### src/rtl/bist_pkg.sv
// bist_pkg
// Shared definitions for the circular-BIST sequencer: FSM state encoding,
// default widths and the bit used to build the zero-seed substitute.
// Ports: none (package).
// Optional feature macro used by bist_controller: BIST_DOUBLE_RUN_EN.
package bist_pkg;

  localparam int BIST_SIG_WIDTH  = 8;
  localparam int BIST_SEED_WIDTH = 4;
  localparam int BIST_CNT_WIDTH  = 8;

  // An all-zero seed locks the LFSR, so it is replaced by this bit
  // replicated across the seed width (all-ones).
  localparam logic SEED_SUBST_BIT = 1'b1;

  typedef enum logic [2:0] {
    ST_IDLE    = 3'd0,
    ST_LOAD    = 3'd1,
    ST_RUN     = 3'd2,
    ST_CAPTURE = 3'd3,
    ST_DONE    = 3'd4
  } bist_state_e;

endpackage

### src/rtl/bist_run_counter.sv
// bist_run_counter
// Loadable up-counter that times the RUN phase. Clear has priority over
// load, load over enable. tc flags the last enabled cycle of a run
// (count == TEST_CYCLES-1).
// Ports:
//   clock, reset (async, active-low)
//   clear     - synchronous clear to zero
//   load      - synchronous load of load_val
//   load_val  - value for load
//   enable    - count up by one
//   tc        - terminal-count flag
module bist_run_counter #(
  parameter int CNT_WIDTH   = 8,
  parameter int TEST_CYCLES = 200
) (
  input  logic                 clock,
  input  logic                 reset,
  input  logic                 clear,
  input  logic                 load,
  input  logic [CNT_WIDTH-1:0] load_val,
  input  logic                 enable,
  output logic                 tc
);

  logic [CNT_WIDTH-1:0] count;

  always_ff @(posedge clock or negedge reset) begin
    if (!reset) begin
      count <= '0;
    end else if (clear) begin
      count <= '0;
    end else if (load) begin
      count <= load_val;
    end else if (enable) begin
      count <= count + 1'b1;
    end
  end

  assign tc = (count == CNT_WIDTH'(TEST_CYCLES - 1));

endmodule

### src/rtl/bist_controller.sv
// bist_controller
// Sequencer for the circular-BIST session: latches a seed on start, loads
// it into the chain, clocks the chain for TEST_CYCLES cycles, captures the
// signature and compares it with GOLDEN_SIG. All outputs are registered.
// Optional feature: define BIST_DOUBLE_RUN_EN to run two passes with the
// same seed; pass requires both signatures to match GOLDEN_SIG and each
// other, and signature_out holds the second one.
// Ports:
//   clock, reset (async, active-low)
//   bist_start    - start request, honoured in IDLE and DONE only
//   lfsr_seed     - seed, sampled when the start is accepted
//   signature_in  - live chain contents
//   seed_out      - seed presented to the chain (valid with seed_load)
//   seed_load     - one-cycle chain seed load strobe
//   bist_mode     - test-path select for chain/arbiter muxes
//   chain_enable  - advances the circular chain
//   busy          - session in progress
//   bist_end      - session complete
//   pass_fail     - 1 = signature matched
//   signature_out - captured signature
//
// state   | meaning
// --------+-----------------------------------------------------------
// IDLE    | waiting for start, results cleared
// LOAD    | seed_load strobe, run counter cleared
// RUN     | chain enabled for TEST_CYCLES cycles
// CAPTURE | chain stopped, signature registered and compared
// DONE    | bist_end high, results held, start begins a new session
module bist_controller
  import bist_pkg::*;
#(
  parameter int                   SIG_WIDTH   = BIST_SIG_WIDTH,
  parameter int                   SEED_WIDTH  = BIST_SEED_WIDTH,
  parameter int                   CNT_WIDTH   = BIST_CNT_WIDTH,
  parameter int                   TEST_CYCLES = 200,
  parameter logic [SIG_WIDTH-1:0] GOLDEN_SIG  = '0
) (
  input  logic                  clock,
  input  logic                  reset,
  input  logic                  bist_start,
  input  logic [SEED_WIDTH-1:0] lfsr_seed,
  input  logic [SIG_WIDTH-1:0]  signature_in,
  output logic [SEED_WIDTH-1:0] seed_out,
  output logic                  seed_load,
  output logic                  bist_mode,
  output logic                  chain_enable,
  output logic                  busy,
  output logic                  bist_end,
  output logic                  pass_fail,
  output logic [SIG_WIDTH-1:0]  signature_out
);

  localparam logic [SEED_WIDTH-1:0] SEED_SUBST = {SEED_WIDTH{SEED_SUBST_BIT}};

  // The run counter must not wrap within a run.
  generate
    if (TEST_CYCLES < 1 || TEST_CYCLES > (2 ** CNT_WIDTH) - 1) begin : g_bad_test_cycles
      $error("bist_controller: TEST_CYCLES must be in 1..2**CNT_WIDTH-1");
    end
  endgenerate

  bist_state_e           state;
  logic                  run_tc;
  logic [SEED_WIDTH-1:0] seed_fixed;

  assign seed_fixed = (lfsr_seed == '0) ? SEED_SUBST : lfsr_seed;

  bist_run_counter #(
    .CNT_WIDTH  (CNT_WIDTH),
    .TEST_CYCLES(TEST_CYCLES)
  ) u_run_counter (
    .clock   (clock),
    .reset   (reset),
    .clear   (state == ST_LOAD),
    .load    (1'b0),
    .load_val('0),
    .enable  (state == ST_RUN),
    .tc      (run_tc)
  );

`ifdef BIST_DOUBLE_RUN_EN
  logic [SEED_WIDTH-1:0] seed_q;
  logic [SIG_WIDTH-1:0]  sig_first;
  logic                  second_pass;
  logic                  cmp_stage;
`endif

  always_ff @(posedge clock or negedge reset) begin
    if (!reset) begin
      state         <= ST_IDLE;
      seed_out      <= '0;
      seed_load     <= 1'b0;
      bist_mode     <= 1'b0;
      chain_enable  <= 1'b0;
      busy          <= 1'b0;
      bist_end      <= 1'b0;
      pass_fail     <= 1'b0;
      signature_out <= '0;
`ifdef BIST_DOUBLE_RUN_EN
      seed_q        <= '0;
      sig_first     <= '0;
      second_pass   <= 1'b0;
      cmp_stage     <= 1'b0;
`endif
    end else begin
      // seed_out is only meaningful alongside the load strobe
      seed_load <= 1'b0;
      seed_out  <= '0;
      case (state)
        ST_IDLE, ST_DONE: begin
          if (bist_start) begin
            state     <= ST_LOAD;
            seed_out  <= seed_fixed;
            seed_load <= 1'b1;
            bist_mode <= 1'b1;
            busy      <= 1'b1;
            bist_end  <= 1'b0;
`ifdef BIST_DOUBLE_RUN_EN
            seed_q    <= seed_fixed;
`endif
          end
        end
        ST_LOAD: begin
          state        <= ST_RUN;
          chain_enable <= 1'b1;
        end
        ST_RUN: begin
          if (run_tc) begin
            state        <= ST_CAPTURE;
            chain_enable <= 1'b0;
          end
        end
        ST_CAPTURE: begin
`ifdef BIST_DOUBLE_RUN_EN
          if (!second_pass) begin
            // first signature kept, chain reloaded with the same seed
            sig_first   <= signature_in;
            second_pass <= 1'b1;
            seed_out    <= seed_q;
            seed_load   <= 1'b1;
            state       <= ST_LOAD;
          end else if (!cmp_stage) begin
            // register the second signature before the three-way compare
            signature_out <= signature_in;
            cmp_stage     <= 1'b1;
          end else begin
            pass_fail   <= (sig_first == GOLDEN_SIG) && (signature_out == GOLDEN_SIG) &&
                           (sig_first == signature_out);
            second_pass <= 1'b0;
            cmp_stage   <= 1'b0;
            bist_end    <= 1'b1;
            bist_mode   <= 1'b0;
            busy        <= 1'b0;
            state       <= ST_DONE;
          end
`else
          signature_out <= signature_in;
          pass_fail     <= (signature_in == GOLDEN_SIG);
          bist_end      <= 1'b1;
          bist_mode     <= 1'b0;
          busy          <= 1'b0;
          state         <= ST_DONE;
`endif
        end
        default: state <= ST_IDLE;
      endcase
    end
  end

endmodule

### config.mk
export PLATFORM = sky130hd
export DESIGN_NAME = bist_controller
export DESIGN_NICKNAME = d
export VERILOG_FILES = /design/src/rtl/bist_pkg.sv /design/src/rtl/bist_run_counter.sv /design/src/rtl/bist_controller.sv
export SDC_FILE = /design/constraint.sdc
export NUM_CORES = 1
export LEC_CHECK = 0
export CORE_MARGIN = 5
export CORE_UTILIZATION = 51
export CTS_CLUSTER_DIAMETER = 200
export DETAILED_ROUTE_END_ITERATION = 6
export HOLD_SLACK_MARGIN = 0.15
export PLACE_DENSITY_LB_ADDON = 0.08
export SYNTH_ARGS = -nofsm -noshare
export SYNTH_HDL_FRONTEND = slang
export SYNTH_SLANG_ARGS = --single-unit
### constraint.sdc
create_clock -name clock -period 4.4 [get_ports clock]
set_input_delay 0.88 -clock clock [delete_from_list [all_inputs] [get_ports clock]]
set_output_delay 0.88 -clock clock [all_outputs]
set_load 0.1 [all_outputs]
==> flow_summary_export.csv, run 1 <==
group,metric,value,unit
status,run_status,"finished clean",
critical_path,crit_buf_inv,1,
critical_path,worst_path_largest_cell_delay,1150,ps
floorplan,core-area,2480,µm²
final_layout,final_cell_area,1660,µm²
global_routing,track_usage,17.8,%
place,numPortBuffers,32,
detailed_routing,initialDrtViolationCount,54,
sta,slew_at_the_pin_closest_to_its_max_slew_limit,986,ps
sta,finalHoldViolCount,0,
clock_tree,clock_tree.htree_level_count,1,
critical_path,cp-end-kind,"primary output",
logic_synthesis,synth_top_area_share,53.5,%
flow_run,cap_viol_max_count,0,
logic_synthesis,synth.top_cells.by_area,"sky130_fd_sc_hd__dfrtp_1 (53%), sky130_fd_sc_hd__mux2_2 (6.9%), sky130_fd_sc_hd__o21ai_0 (3.4%)",
detailed_routing,wl_per_cell,15.0,µm
final_layout,num-nets-final,172,
final_layout,diodes,0,
logic_synthesis,yosysSeqAreaShare,53.5,%
logic_synthesis,syn-num-nets,141,
final_layout,layout.cells.most_common,"sky130_fd_sc_hd__clkdlybuf4s50_1",
global_routing,number_of_antenna_violations_at_the_first_check_in_global_routing,0,
sta,tns,0,ps
clock_tree,postCtsResizedCells,0,
critical_path,start_kind,"register",
critical_path,worstPathMaxFanout,3,
critical_path,cells_along_the_critical_path,"clkdlybuf4s50_1",
clock_tree,post-cts-setup-buffer-count,0,
min_path,holdCritPathClass,"register to register",
floorplan,floorplan.die.width,60.7,µm
floorplan,placementRows,18,
global_routing,vias_in_the_first_global_route,1056,
critical_path,timing.critical_path.slowest_stage_cell,"sky130_fd_sc_hd__clkdlybuf4s50_1",
critical_path,criticalPathCategory,"register to primary output",
critical_path,worst-r2r-cell-count,2,
sta,fin_skew,4.28,ps
clock_tree,cts.sinks,28,
sta,fmax,365,MHz
detailed_routing,totalWireLength,2.77,mm
critical_path,worst_path_dominant_cell_family,"buffers and inverters",
sta,setup_viol,0,
clock_tree,root_buffer,"sky130_fd_sc_hd__clkbuf_4",
detailed_routing,vias,1042,
global_routing,overflow,0,
detailed_routing,detailedRoute.firstPassIterationCount,4,
final_layout,final_layout_size_suffix_gt1_share,11.0,%
final_layout,final_util,67.1,%
final_layout,mostFrequentLayoutCells,"sky130_fd_sc_hd__clkdlybuf4s50_1 (32), sky130_fd_sc_hd__dfrtp_1 (28), sky130_fd_sc_hd__nor2_1 (12)",
floorplan,dieArea,3680,µm²
min_path,whs_path_depth,1,
global_routing,grt_first_pass_wirelength,4.90,mm
place,finalWeightedCongestion,0.769,
detailed_routing,drcViolationCount,0,
place,detailedPlacementHpwl,2.00,mm
floorplan,number_of_top_level_design_ports,33,
critical_path,timing.critical_path.required,3520,ps
clock_tree,number_of_buffers_added_to_fix_hold_violations_after_cts,0,
logic_synthesis,synthesis.instances,125,
detailed_routing,detail_route.vias_per_cell,5.66,
clock_tree,numCtsBuffers,3,
detailed_routing,antenna_violating_nets_post_route,0,
critical_path,worst-path-stages,1,
clock_tree,insertion_delay,310,ps
floorplan,die_h,60.7,µm
final_layout,syn_to_final_growth,26.9,%
clock_tree,cts.clk_slew.worst_paths,130,ps
sta,slew_headroom,34.0,%
critical_path,cp.arrival,1860,ps
logic_synthesis,yosysUniqueCellTypes,34,
logic_synthesis,yosysWarningCount,0,
logic_synthesis,synth.cell_area,1310,µm²
logic_synthesis,syn-mean-instance-area,10.5,µm²
place,placed_instance_area,1640,µm²
sta,timing.final.crit_share,62.3,%
sta,timing.final.max_slew_violations,0,
logic_synthesis,yosys_register_bits,28,
sta,rsz0062_at_grt,"no",
logic_synthesis,yosysTopAreaCell,"sky130_fd_sc_hd__dfrtp_1",
clock_tree,tritoncts_clock_tree,"yes",
final_layout,fillCellCount,203,
global_routing,maximum_number_of_pins_on_one_net_before_global_route_repair,29,
clock_tree,ctsLongestPathBuffers,2,
floorplan,initial_core_utilization,52.9,%
sta,period_needed,2740,ps
-- worst paths after layout --
path | from | to | slack [ps]
setup / recovery | busy | busy | 1660
hold / removal | chain_enable | chain_enable | 490
setup reg to reg | state[0] | signature_out[1] | 2570
hold reg to reg | chain_enable | chain_enable | 490
max in group asynchronous | reset | seed_out[2] | 3210
min in group asynchronous | reset | u_run_counter.count[6] | 920
-- flip-flops by register name, indices dropped and copies added (netlist names) --
signal / count
signature_out: 8
u_run_counter.count: 8
seed_out: 4
state: 3
bist_end: 1
busy: 1
chain_enable: 1
pass_fail: 1
seed_load: 1
-- per-stage QoR --
step / hold WS, ps / setup slack (ps) / instances
5_1_grt: 535 / 1580 / 184
3_3_place_gp: 462 / 2040 / 181
2_1_floorplan: 506 / 2180 / 125
6_report: 494 / 1660 / 184
4_1_cts: 503 / 1640 / 184
3_5_place_dp: 473 / 2020 / 181
-- cells in the mapped netlist (all sizes together) --
master	count
dfrtp	28
nor2	12
nand2	10
o21ai	9
mux2	8
nand2b	6
nor3	6
buf	5
nand3	5
a21oi	4
or4	4
inv	3
nor4	3
clkbuf	2
nand3b	2
nand4	2
o211ai	2
o22ai	2
a21o	1
a22oi	1
and4bb	1
ha	1
nand4bb	1
nor3b	1
o311ai	1
o31a	1
o31ai	1
or3b	1
or4b	1
xnor2	1
-- cells by family after synthesis --
logic type,after synthesis,synth area share [%]
compound gates,22,10.1
xor+xnor,1,0.669
fa+ha+maj,1,0.955
buf+inv,10,3.53
flops,28,53.5
mux,8,6.88
simple gates,55,24.4
-- per-layer routing --
layer	wire [µm]	GRT usage (%)	share of wire (%)
met5	0	0	0
met4	17	6.50	0.61
met3	143	4.47	5.2
met2	1410	28.2	51
met1	1190	23.6	43
-- area by class of cell --
class                           count  area [µm²]  share of cell area (%)
Tap cell                           30        37.5                    2.26
Sequential cell                    28         701                    42.1
Clock buffer                        3        22.5                    1.35
Inverter                            3        11.3                   0.677
Timing Repair Buffer               33         328                    19.7
Multi-Input combinational cell     87         563                    33.9
Power of run 1 is left out: the tool's default activity adds up to more than one toggle a clock period on the data nets, which glitch-free logic cannot reach.
==> run 2: changes to the inputs <==
--- a/config.mk
+++ b/config.mk
@@ -6,7 +6,7 @@
 export NUM_CORES = 1
 export LEC_CHECK = 0
 export CORE_MARGIN = 5
-export CORE_UTILIZATION = 51
+export CORE_UTILIZATION = 43
 export CTS_CLUSTER_DIAMETER = 200
 export DETAILED_ROUTE_END_ITERATION = 6
 export HOLD_SLACK_MARGIN = 0.15
==> constraint.sdc (replaced) <==
create_clock -name clock -period 2.28 [get_ports clock]
set_input_delay 0.456 -clock clock [delete_from_list [all_inputs] [get_ports clock]]
set_output_delay 0.456 -clock clock [all_outputs]
set_load 0.1 [all_outputs]
==> run 2 against run 1 <==
Against the previous run:
- critical endpoint is now chain_enable
- critical path type is now register to register
- first-iteration DRC count increased by 9.3%
- sequential share of layout area up 0.87 points
- routed wire length shrank 1.1%
- critical path depth grew 2
- clock skew down 1.1 ps
- via count increased by 2.6%
==> flow_summary_export.csv, run 2 (same netlist as run 1, synthesis figures left out) <==
group,metric,value,unit
clock_tree,post-cts-setup-buffer-count,0,
final_layout,num-nets-final,173,
critical_path,start_kind,"register",
sta,fin_skew,3.20,ps
sta,timing.final.crit_share,74.2,%
floorplan,dieArea,4250,µm²
critical_path,worst_path_largest_cell_delay,620,ps
detailed_routing,vias,1069,
detailed_routing,detail_route.vias_per_cell,5.69,
floorplan,placementRows,20,
final_layout,syn_to_final_growth,24.4,%
floorplan,number_of_top_level_design_ports,33,
floorplan,floorplan.die.width,65.2,µm
critical_path,timing.critical_path.required,2500,ps
sta,timing.final.max_slew_violations,0,
clock_tree,number_of_buffers_added_to_fix_hold_violations_after_cts,0,
global_routing,number_of_antenna_violations_at_the_first_check_in_global_routing,0,
final_layout,largestRegisters,"signature_out: 8 flops, u_run_counter.count: 8 flops, seed_out: 4 flops",
detailed_routing,totalWireLength,2.74,mm
global_routing,track_usage,14.3,%
place,numPortBuffers,32,
critical_path,timing.critical_path.slowest_stage_cell,"sky130_fd_sc_hd__dfrtp_1",
global_routing,grt_first_pass_wirelength,4.78,mm
clock_tree,root_buffer,"sky130_fd_sc_hd__clkbuf_4",
critical_path,cp.arrival,1920,ps
flow_run,cap_viol_max_count,0,
clock_tree,cts.clk_slew.worst_paths,140,ps
detailed_routing,detailedRoute.firstPassIterationCount,4,
place,finalWeightedCongestion,0.773,
clock_tree,numCtsBuffers,3,
floorplan,die_h,65.2,µm
final_layout,mostFrequentLayoutCells,"sky130_fd_sc_hd__dfrtp_1 (28), sky130_fd_sc_hd__buf_4 (20), sky130_fd_sc_hd__clkdlybuf4s50_1 (14)",
clock_tree,clock_tree.htree_level_count,1,
clock_tree,postCtsResizedCells,0,
sta,rsz0062_at_grt,"no",
floorplan,core-area,2980,µm²
sta,slew_headroom,61.0,%
detailed_routing,initialDrtViolationCount,59,
critical_path,cp-end-kind,"register",
sta,setup_viol,0,
detailed_routing,antenna_violating_nets_post_route,0,
status,run_status,"finished clean",
detailed_routing,wl_per_cell,14.5,µm
critical_path,criticalPathCategory,"register to register",
final_layout,layout.cells.most_common,"sky130_fd_sc_hd__dfrtp_1",
min_path,holdCritPathClass,"input pin to asynchronous set/reset pin",
sta,finalHoldViolCount,0,
clock_tree,tritoncts_clock_tree,"yes",
global_routing,maximum_number_of_pins_on_one_net_before_global_route_repair,29,
global_routing,overflow,0,
critical_path,worstPathMaxFanout,20,
detailed_routing,drcViolationCount,0,
clock_tree,ctsLongestPathBuffers,2,
clock_tree,cts.sinks,28,
sta,tns,0,ps
final_layout,final_util,54.7,%
clock_tree,insertion_delay,310,ps
final_layout,final_layout_size_suffix_gt1_share,23.2,%
sta,slew_at_the_pin_closest_to_its_max_slew_limit,584,ps
floorplan,initial_core_utilization,44.0,%
final_layout,diodes,0,
sta,fmax,591,MHz
critical_path,cells_along_the_critical_path,"nand2b_1, or4_4, a21o_1",
sta,period_needed,1690,ps
place,detailedPlacementHpwl,1.97,mm
global_routing,vias_in_the_first_global_route,1075,
-- run 2: cell count changes in the layout (fill, tap and decap cells not counted), sizes merged --
cell / change
buf: +19
clkdlybuf4s50: -18
-- run 2: worst paths after layout --
path | startpoint | slack, ps | cells after the start | endpoint
min in group clock | chain_enable | 500 | 1 | chain_enable
hold reg to reg | chain_enable | 500 | 1 | chain_enable
hold / removal | reset | 500 | 2 | u_run_counter.count[7]
setup / recovery | state[0] | 590 | 3 | chain_enable
setup reg to reg | state[0] | 590 | 3 | chain_enable
max in group asynchronous | reset | 1520 | 2 | signature_out[1]
-- run 2: stage by stage --
stage,std cells,hold WS [ps],area (µm²),setup slack [ps]
3_5_place_dp,185,472,1610,514
5_1_grt,188,511,1630,527
4_1_cts,188,504,1630,593
6_report,188,495,1630,587
3_3_place_gp,185,469,1610,552
2_1_floorplan,125,160,1310,484
-- run 2: area by class of cell --
| class | count | area [µm²] |
|---|---|---|
| fill | 277 | 1350 |
| sequential | 28 | 701 |
| multi-input combinational | 87 | 563 |
| timing repair buffer | 34 | 290 |
| tap | 33 | 41.3 |
| clock buffer | 3 | 22.5 |
| inverter | 3 | 11.3 |
-- run 2: critical path: cells and delay by family, from the launching register on --
kind,cells,cell delay (ps)
simple gates,2,800
flops,1,620
compound gates,1,180
-- run 2: routing by layer --
layer	global-route usage [%]	part of all wire, %
met3	2.74	5.1
met1	17.2	45
met4	5.44	0.77
met5	0	0
met2	25.0	50
Power of run 2 is left out for the same reason.
